--- src/rtl/ysyx_23060332_wbu_if.sv ---
// rtl/ysyx_23060332_wbu_if.sv - EXU/LSU/regfile/IDU bundle seen by the write-back unit
interface ysyx_23060332_wbu_if #(
  parameter int XLEN = 32,
  parameter int RW   = 5
);
  // retiring instruction from EXU
  logic            exu_valid;
  logic            exu_ready;
  logic [RW-1:0]   exu_rd;
  logic            exu_wen;
  logic [XLEN-1:0] exu_wdata;
  logic            exu_is_load;
  logic [2:0]      exu_ld_func;
  logic [1:0]      exu_addr_lo;
  logic [XLEN-1:0] exu_pc;
  // load return from LSU
  logic            lsu_rvalid;
  logic [XLEN-1:0] lsu_rdata;
  // register file write port
  logic            reg_wen;
  logic [RW-1:0]   waddr;
  logic [XLEN-1:0] wdata;
  // commit / error / hazard reporting
  logic            commit_valid;
  logic [XLEN-1:0] commit_pc;
  logic            ld_err;
  logic            pend_valid;
  logic [RW-1:0]   pend_rd;

  modport master (
    output exu_valid, exu_rd, exu_wen, exu_wdata, exu_is_load, exu_ld_func,
           exu_addr_lo, exu_pc, lsu_rvalid, lsu_rdata,
    input  exu_ready, reg_wen, waddr, wdata, commit_valid, commit_pc, ld_err,
           pend_valid, pend_rd
  );

  modport slave (
    input  exu_valid, exu_rd, exu_wen, exu_wdata, exu_is_load, exu_ld_func,
           exu_addr_lo, exu_pc, lsu_rvalid, lsu_rdata,
    output exu_ready, reg_wen, waddr, wdata, commit_valid, commit_pc, ld_err,
           pend_valid, pend_rd
  );
endinterface

--- src/rtl/ysyx_23060332_wbu.sv ---
// rtl/ysyx_23060332_wbu.sv - write-back unit: load formatting, single-cycle regfile write, commit pulse
module ysyx_23060332_wbu #(
  parameter int XLEN = 32,
  parameter int RW   = 5
) (
  input  logic                 clk,
  input  logic                 rst,
  ysyx_23060332_wbu_if.slave   bus
);

  typedef enum logic [1:0] {IDLE, WAIT_LD, WRITE} state_t;

  state_t          state;
  logic [RW-1:0]   rd_q;
  logic            wen_q;
  logic [2:0]      func_q;
  logic [1:0]      lo_q;
  logic [XLEN-1:0] pc_q;

  logic            accept;
  logic            rd_nz;
  logic [7:0]      ld_byte;
  logic [15:0]     ld_half;
  logic [XLEN-1:0] ld_data;
  logic            ld_legal;

  // Ready depends only on state so the EXU never sees a valid->ready loop.
  assign bus.exu_ready = (state != WAIT_LD) && rst;
  assign accept        = bus.exu_valid && bus.exu_ready;
  assign rd_nz         = |bus.exu_rd;

  // Select and extend the returned memory word according to the captured funct3/offset.
  always_comb begin
    ld_byte  = 8'h00;
    ld_half  = 16'h0000;
    ld_data  = '0;
    ld_legal = 1'b1;
    case (lo_q)
      2'd0:    ld_byte = bus.lsu_rdata[7:0];
      2'd1:    ld_byte = bus.lsu_rdata[15:8];
      2'd2:    ld_byte = bus.lsu_rdata[23:16];
      default: ld_byte = bus.lsu_rdata[31:24];
    endcase
    ld_half = lo_q[1] ? bus.lsu_rdata[31:16] : bus.lsu_rdata[15:0];
    case (func_q)
      3'b000:  ld_data = {{(XLEN-8){ld_byte[7]}}, ld_byte};
      3'b001:  ld_data = {{(XLEN-16){ld_half[15]}}, ld_half};
      3'b010:  ld_data = bus.lsu_rdata;
      3'b100:  ld_data = {{(XLEN-8){1'b0}}, ld_byte};
      3'b101:  ld_data = {{(XLEN-16){1'b0}}, ld_half};
      default: ld_legal = 1'b0;
    endcase
  end

  // FSM with registered write-port, commit and hazard outputs; accept has priority over retiring.
  always_ff @(posedge clk or negedge rst) begin
    if (!rst) begin
      state            <= IDLE;
      rd_q             <= '0;
      wen_q            <= 1'b0;
      func_q           <= 3'b000;
      lo_q             <= 2'b00;
      pc_q             <= '0;
      bus.reg_wen      <= 1'b0;
      bus.waddr        <= '0;
      bus.wdata        <= '0;
      bus.commit_valid <= 1'b0;
      bus.commit_pc    <= '0;
      bus.ld_err       <= 1'b0;
      bus.pend_valid   <= 1'b0;
      bus.pend_rd      <= '0;
    end else begin
      bus.reg_wen      <= 1'b0;
      bus.commit_valid <= 1'b0;
      bus.ld_err       <= 1'b0;
      if (accept) begin
        rd_q        <= bus.exu_rd;
        wen_q       <= bus.exu_wen;
        func_q      <= bus.exu_ld_func;
        lo_q        <= bus.exu_addr_lo;
        pc_q        <= bus.exu_pc;
        bus.pend_rd <= bus.exu_rd;
        if (bus.exu_is_load) begin
          state          <= WAIT_LD;
          bus.pend_valid <= 1'b1;
        end else begin
          // x0 writes are dropped but the instruction still retires.
          state            <= WRITE;
          bus.reg_wen      <= bus.exu_wen && rd_nz;
          bus.waddr        <= bus.exu_rd;
          bus.wdata        <= bus.exu_wdata;
          bus.commit_valid <= 1'b1;
          bus.commit_pc    <= bus.exu_pc;
          bus.pend_valid   <= bus.exu_wen && rd_nz;
        end
      end else begin
        case (state)
          WAIT_LD: begin
            if (bus.lsu_rvalid) begin
              state            <= WRITE;
              bus.reg_wen      <= ld_legal && wen_q && (|rd_q);
              bus.waddr        <= rd_q;
              bus.wdata        <= ld_legal ? ld_data : '0;
              bus.commit_valid <= 1'b1;
              bus.commit_pc    <= pc_q;
              bus.ld_err       <= !ld_legal;
              bus.pend_valid   <= ld_legal && wen_q && (|rd_q);
            end
          end
          WRITE: begin
            state          <= IDLE;
            bus.pend_valid <= 1'b0;
          end
          default: ;
        endcase
      end
    end
  end

endmodule

--- src/flat_wrapper.sv ---
// flat-port wrapper written by rule: the top's interface ports become plain ports
module ysyx_23060332_wbu_flat 
#(
  parameter int XLEN = 32,
  parameter int RW   = 5
)
  (clk, rst, bus_exu_valid, bus_exu_rd, bus_exu_wen, bus_exu_wdata, bus_exu_is_load, bus_exu_ld_func, bus_exu_addr_lo, bus_exu_pc, bus_lsu_rvalid, bus_lsu_rdata, bus_exu_ready, bus_reg_wen, bus_waddr, bus_wdata, bus_commit_valid, bus_commit_pc, bus_ld_err, bus_pend_valid, bus_pend_rd);
  ysyx_23060332_wbu_if #(.XLEN(XLEN), .RW(RW)) bus_i ();
  input  logic clk;
  input  logic rst;
  input wire logic [$bits(bus_i.exu_valid)-1:0] bus_exu_valid;
  input wire logic [$bits(bus_i.exu_rd)-1:0] bus_exu_rd;
  input wire logic [$bits(bus_i.exu_wen)-1:0] bus_exu_wen;
  input wire logic [$bits(bus_i.exu_wdata)-1:0] bus_exu_wdata;
  input wire logic [$bits(bus_i.exu_is_load)-1:0] bus_exu_is_load;
  input wire logic [$bits(bus_i.exu_ld_func)-1:0] bus_exu_ld_func;
  input wire logic [$bits(bus_i.exu_addr_lo)-1:0] bus_exu_addr_lo;
  input wire logic [$bits(bus_i.exu_pc)-1:0] bus_exu_pc;
  input wire logic [$bits(bus_i.lsu_rvalid)-1:0] bus_lsu_rvalid;
  input wire logic [$bits(bus_i.lsu_rdata)-1:0] bus_lsu_rdata;
  output wire logic [$bits(bus_i.exu_ready)-1:0] bus_exu_ready;
  output wire logic [$bits(bus_i.reg_wen)-1:0] bus_reg_wen;
  output wire logic [$bits(bus_i.waddr)-1:0] bus_waddr;
  output wire logic [$bits(bus_i.wdata)-1:0] bus_wdata;
  output wire logic [$bits(bus_i.commit_valid)-1:0] bus_commit_valid;
  output wire logic [$bits(bus_i.commit_pc)-1:0] bus_commit_pc;
  output wire logic [$bits(bus_i.ld_err)-1:0] bus_ld_err;
  output wire logic [$bits(bus_i.pend_valid)-1:0] bus_pend_valid;
  output wire logic [$bits(bus_i.pend_rd)-1:0] bus_pend_rd;
  assign bus_i.exu_valid = bus_exu_valid;
  assign bus_i.exu_rd = bus_exu_rd;
  assign bus_i.exu_wen = bus_exu_wen;
  assign bus_i.exu_wdata = bus_exu_wdata;
  assign bus_i.exu_is_load = bus_exu_is_load;
  assign bus_i.exu_ld_func = bus_exu_ld_func;
  assign bus_i.exu_addr_lo = bus_exu_addr_lo;
  assign bus_i.exu_pc = bus_exu_pc;
  assign bus_i.lsu_rvalid = bus_lsu_rvalid;
  assign bus_i.lsu_rdata = bus_lsu_rdata;
  assign bus_exu_ready = bus_i.exu_ready;
  assign bus_reg_wen = bus_i.reg_wen;
  assign bus_waddr = bus_i.waddr;
  assign bus_wdata = bus_i.wdata;
  assign bus_commit_valid = bus_i.commit_valid;
  assign bus_commit_pc = bus_i.commit_pc;
  assign bus_ld_err = bus_i.ld_err;
  assign bus_pend_valid = bus_i.pend_valid;
  assign bus_pend_rd = bus_i.pend_rd;
  ysyx_23060332_wbu #(.XLEN(XLEN), .RW(RW)) u_core (.clk(clk), .rst(rst), .bus(bus_i));
endmodule
--- config.mk ---
export PLATFORM = sky130hd
export DESIGN_NAME = ysyx_23060332_wbu_flat
export DESIGN_NICKNAME = d
export VERILOG_FILES = /design/src/rtl/ysyx_23060332_wbu_if.sv /design/src/rtl/ysyx_23060332_wbu.sv /design/src/flat_wrapper.sv
export SDC_FILE = /design/constraint.sdc
export NUM_CORES = 1
export LEC_CHECK = 0
export CAP_MARGIN = 40
export CORE_UTILIZATION = 46
export DETAILED_ROUTE_END_ITERATION = 16
export GPL_TIMING_DRIVEN = 0
export PLACE_DENSITY = 0.8
export SYNTH_ARGS = -nofsm -noshare
export SYNTH_HDL_FRONTEND = slang
export SYNTH_SLANG_ARGS = --single-unit
--- constraint.sdc ---
create_clock -name clk -period 2 [get_ports clk]
set_input_delay 0.4 -clock clk [delete_from_list [all_inputs] [get_ports clk]]
set_output_delay 0.4 -clock clk [all_outputs]
set_load 0.01 [all_outputs]
==> results.yml <==
setup_path:
  rrSetupSlack_ns: 0.03
  reg2reg_depth: 7
  startpoint_type: "flop"
  cpPeakStageDelay_ns: 0.46
  crit_slowest_cell: "a221oi_1"
  crit_type: "flop to flop"
  cp.arrival_ns: 2.25
  worstSetupEndpointType: "flop"
  required_ns: 2.28
  crit_path_max_fanout: 10
  critPathTopFamily: "compound AO/OA/AOI/OAI gates"
  cp_cell_sequence: "inv_1 -> ha_2 -> and3b_1 -> buf_6 -> clkbuf_2 -> a221oi_1 -> a221oi_2"
  r2r_end: "u_core.bus.wdata[30]$_DFFE_PN0P_"
  worst-path-buf-inv: 3
  reg2reg_from: "u_core.state[1]$_DFFE_PN0P_"
cells_and_area:
  fin_util: 0.718
  fin_cells: 917
  multi_input_area_um2: 2550
  fin_area_um2: 8630
  final_common_cell: "clkdlybuf4s50_1"
  final_nets: 871
  final_cell_mix: "clkdlybuf4s50_1 (188), nor2_1 (138), dfrtp_1 (118)"
  fillerInstances: 848
  layout-drive-gt1-share: 0.156
  regArea_um2: 2950
  areaGrowthSynthToFinish_pct: 51.9
  diodes: 0
clock_tree:
  cts_sinks: 118
  clock_latency_ns: 0.41
  cts.htree.levels: 4
  clock_path_buffers: 2
  cts_tree: "yes"
  clk_pin_slew_ns: 0.06
  root_buffer: "clkbuf_16"
  cts_buffers: 17
die:
  core_area_um2: 12000
  die_w_um: 113
  dieHeight_um: 113
  start_util: 0.473
  die-area_um2: 12800
  rows: 40
  pin_count: 191
routing:
  routed_wl_um: 18800
  viasPerCell: 5.81
  vias: 5328
  firstDrtPassIters: 8
  drt-initial-drc-count: 607
  drc: 0
  wl_per_cell_um: 20.5
  antenna_left: 0
  top_layer: "met4"
  wl_met3_um: 1940
  met2_wirelength_um: 8890
  wl_met1_um: 7530
synth:
  synth_top_area_share: 0.520
  syn_nets: 655
  yosysTopAreaCell: "dfrtp_1"
  synth_warnings: 0
  netlist_instances: 541
  async_flop_share: 1.00
  ys_ff_latch: 118
  ys_types: 49
  syn_area_um2: 5680
  synth_edf_count: 0
  ys.flop_type: "dfrtp_1"
  synth.area.top_cells: "dfrtp_1 (52%), nor2_1 (9.3%), mux2_1 (6.1%)"
  seq_area_frac_synth: 0.520
  postSynthAreaPerCell_um2: 10.5
sta:
  setup-tns-final_ns: 0
  setup_ws_ns: 0.0317
  rsz0062_at_grt: "true"
  finalMaxSlewViolations: 0
  skew_ns: 0.0116
  post-route-min-period_ns: 1.97
  hold_violations: 0
  fin_crit_sh: 0.984
  relSlewSlack: 0.658
  setup_violations: 0
  worst_pin_slew_ns: 0.511
  clock.fmax_mhz: 508
power_and_ir_drop:
  p_leak_nw: 3.63
  powerDensity_nw_per_um2: 1300
  ir_drop_v: 0.000891
placed_design:
  placed_area_um2: 7790
  dp_hpwl_um: 13000
  port_buffers: 190
  gp_congestion: 0.962
  dp_worst_setup_slack_ns: -0.607
  placed_cells_incl_taps: 879
global_routing:
  antenna_found_initial: 0
  grt_use_total: 0.304
  grt_max_degree: 50
  globalRouteOverflowTotal: 0
  grt_pass1_vias: 5500
  grt_pass1_wl_um: 29500
flow_run:
  drv_cap: 0
outcome:
  status: "finished clean"
worst_hold_path:
  hold_class: "input pin to async pin"
-- repair_timing --
item,CTS,global route
buffers inserted,0,0
endpoints found under the setup margin,76,70
endpoints found under the hold margin,23,23
resized for setup,18,30
gates cloned,1,0
-- worst register-to-register path: stages (launching register included) --
cell	delay, ns
dfrtp_1	0.37
inv_1	0.09
ha_2	0.26
and3b_1	0.21
buf_6	0.15
clkbuf_2	0.21
a221oi_1	0.46
a221oi_2	0.10
-- logic make-up (layout without fill, tap and decap cells) --
kind of cell	Yosys count	in the layout	share of synthesized area
DFF	118	118	0.520
buffers and inverters	48	277	0.0421
and+or+nand+nor	202	202	0.152
adders and majority gates	2	2	0.00441
muxes	61	61	0.119
AOI/OAI and AO/OA	110	110	0.163
-- state kept, by name (all words and copies together), names as in the netlist --
name                     count
u_core.bus.commit_pc        32
u_core.bus.commit_valid      1
u_core.bus.ld_err            1
u_core.bus.pend_rd           5
u_core.bus.pend_valid        1
u_core.bus.reg_wen           1
u_core.bus.waddr             5
u_core.bus.wdata            32
u_core.func_q                3
u_core.lo_q                  2
u_core.pc_q                 32
u_core.state                 2
u_core.wen_q                 1
-- worst max-delay path by stage --
stage / startpoint / depth (start not counted) / slack [ns] / to
after CTS: u_core.state[0]$_DFFE_PN0P_ / 7 / -0.02 / u_core.bus.commit_pc[28]$_DFFE_PN0P_
after floorplan: u_core.state[0]$_DFFE_PN0P_ / 7 / 0.22 / u_core.bus.commit_pc[4]$_DFFE_PN0P_
after global routing: u_core.state[1]$_DFFE_PN0P_ / 7 / -0.006 / u_core.bus.wdata[30]$_DFFE_PN0P_
final: u_core.state[1]$_DFFE_PN0P_ / 7 / 0.03 / u_core.bus.wdata[30]$_DFFE_PN0P_
after detailed placement: rst / 8 / -0.61 / u_core.bus.commit_pc[28]$_DFFE_PN0P_
after global placement: rst / 7 / -4.54 / u_core.bus.wdata[3]$_DFFE_PN0P_
-- through the flow --
step	hold slack, ns	total power [mW]
floorplan	0.104	5.78
global placement	0.458	7.90
detailed placement	0.273	8.06
CTS	-0.153	11.2
global route	0.0998	11.8
finish	0.0906	11.3
-- where the power goes --
group	total [mW]	switching [mW]	internal [mW]
logic	4.46	2.12	2.35
registers	3.75	0.472	3.28
clock network	3.04	1.17	1.87
-- layout make-up --
cell class	count	share of cell area
clock buffers	18	0.0509
well taps	147	0.0213
multi-input cells	375	0.295
repair buffers	197	0.236
plain buffers	41	0.0334
flip-flops and latches	118	0.342
inverters	7	0.00305
clock inverters	14	0.0174
-- Yosys cell counts (all sizes together) (3+ instances only) --
cell type,count
a211oi,7
a21oi,18
a221oi,34
a222oi,8
buf,30
clkbuf,11
dfrtp,118
inv,7
mux2,44
mux2i,16
nand2,34
nand3,12
nor2,140
nor3,3
o211ai,13
o21ai,6
o2bb2ai,12
o31ai,6
-- metal layers --
metal	global-route usage	vias up
li1	-	2383
met1	0.374	2590
met2	0.497	312
met3	0.107	43
met4	0.109	0
met5	0	-
(Power assumes the default switching activity.)
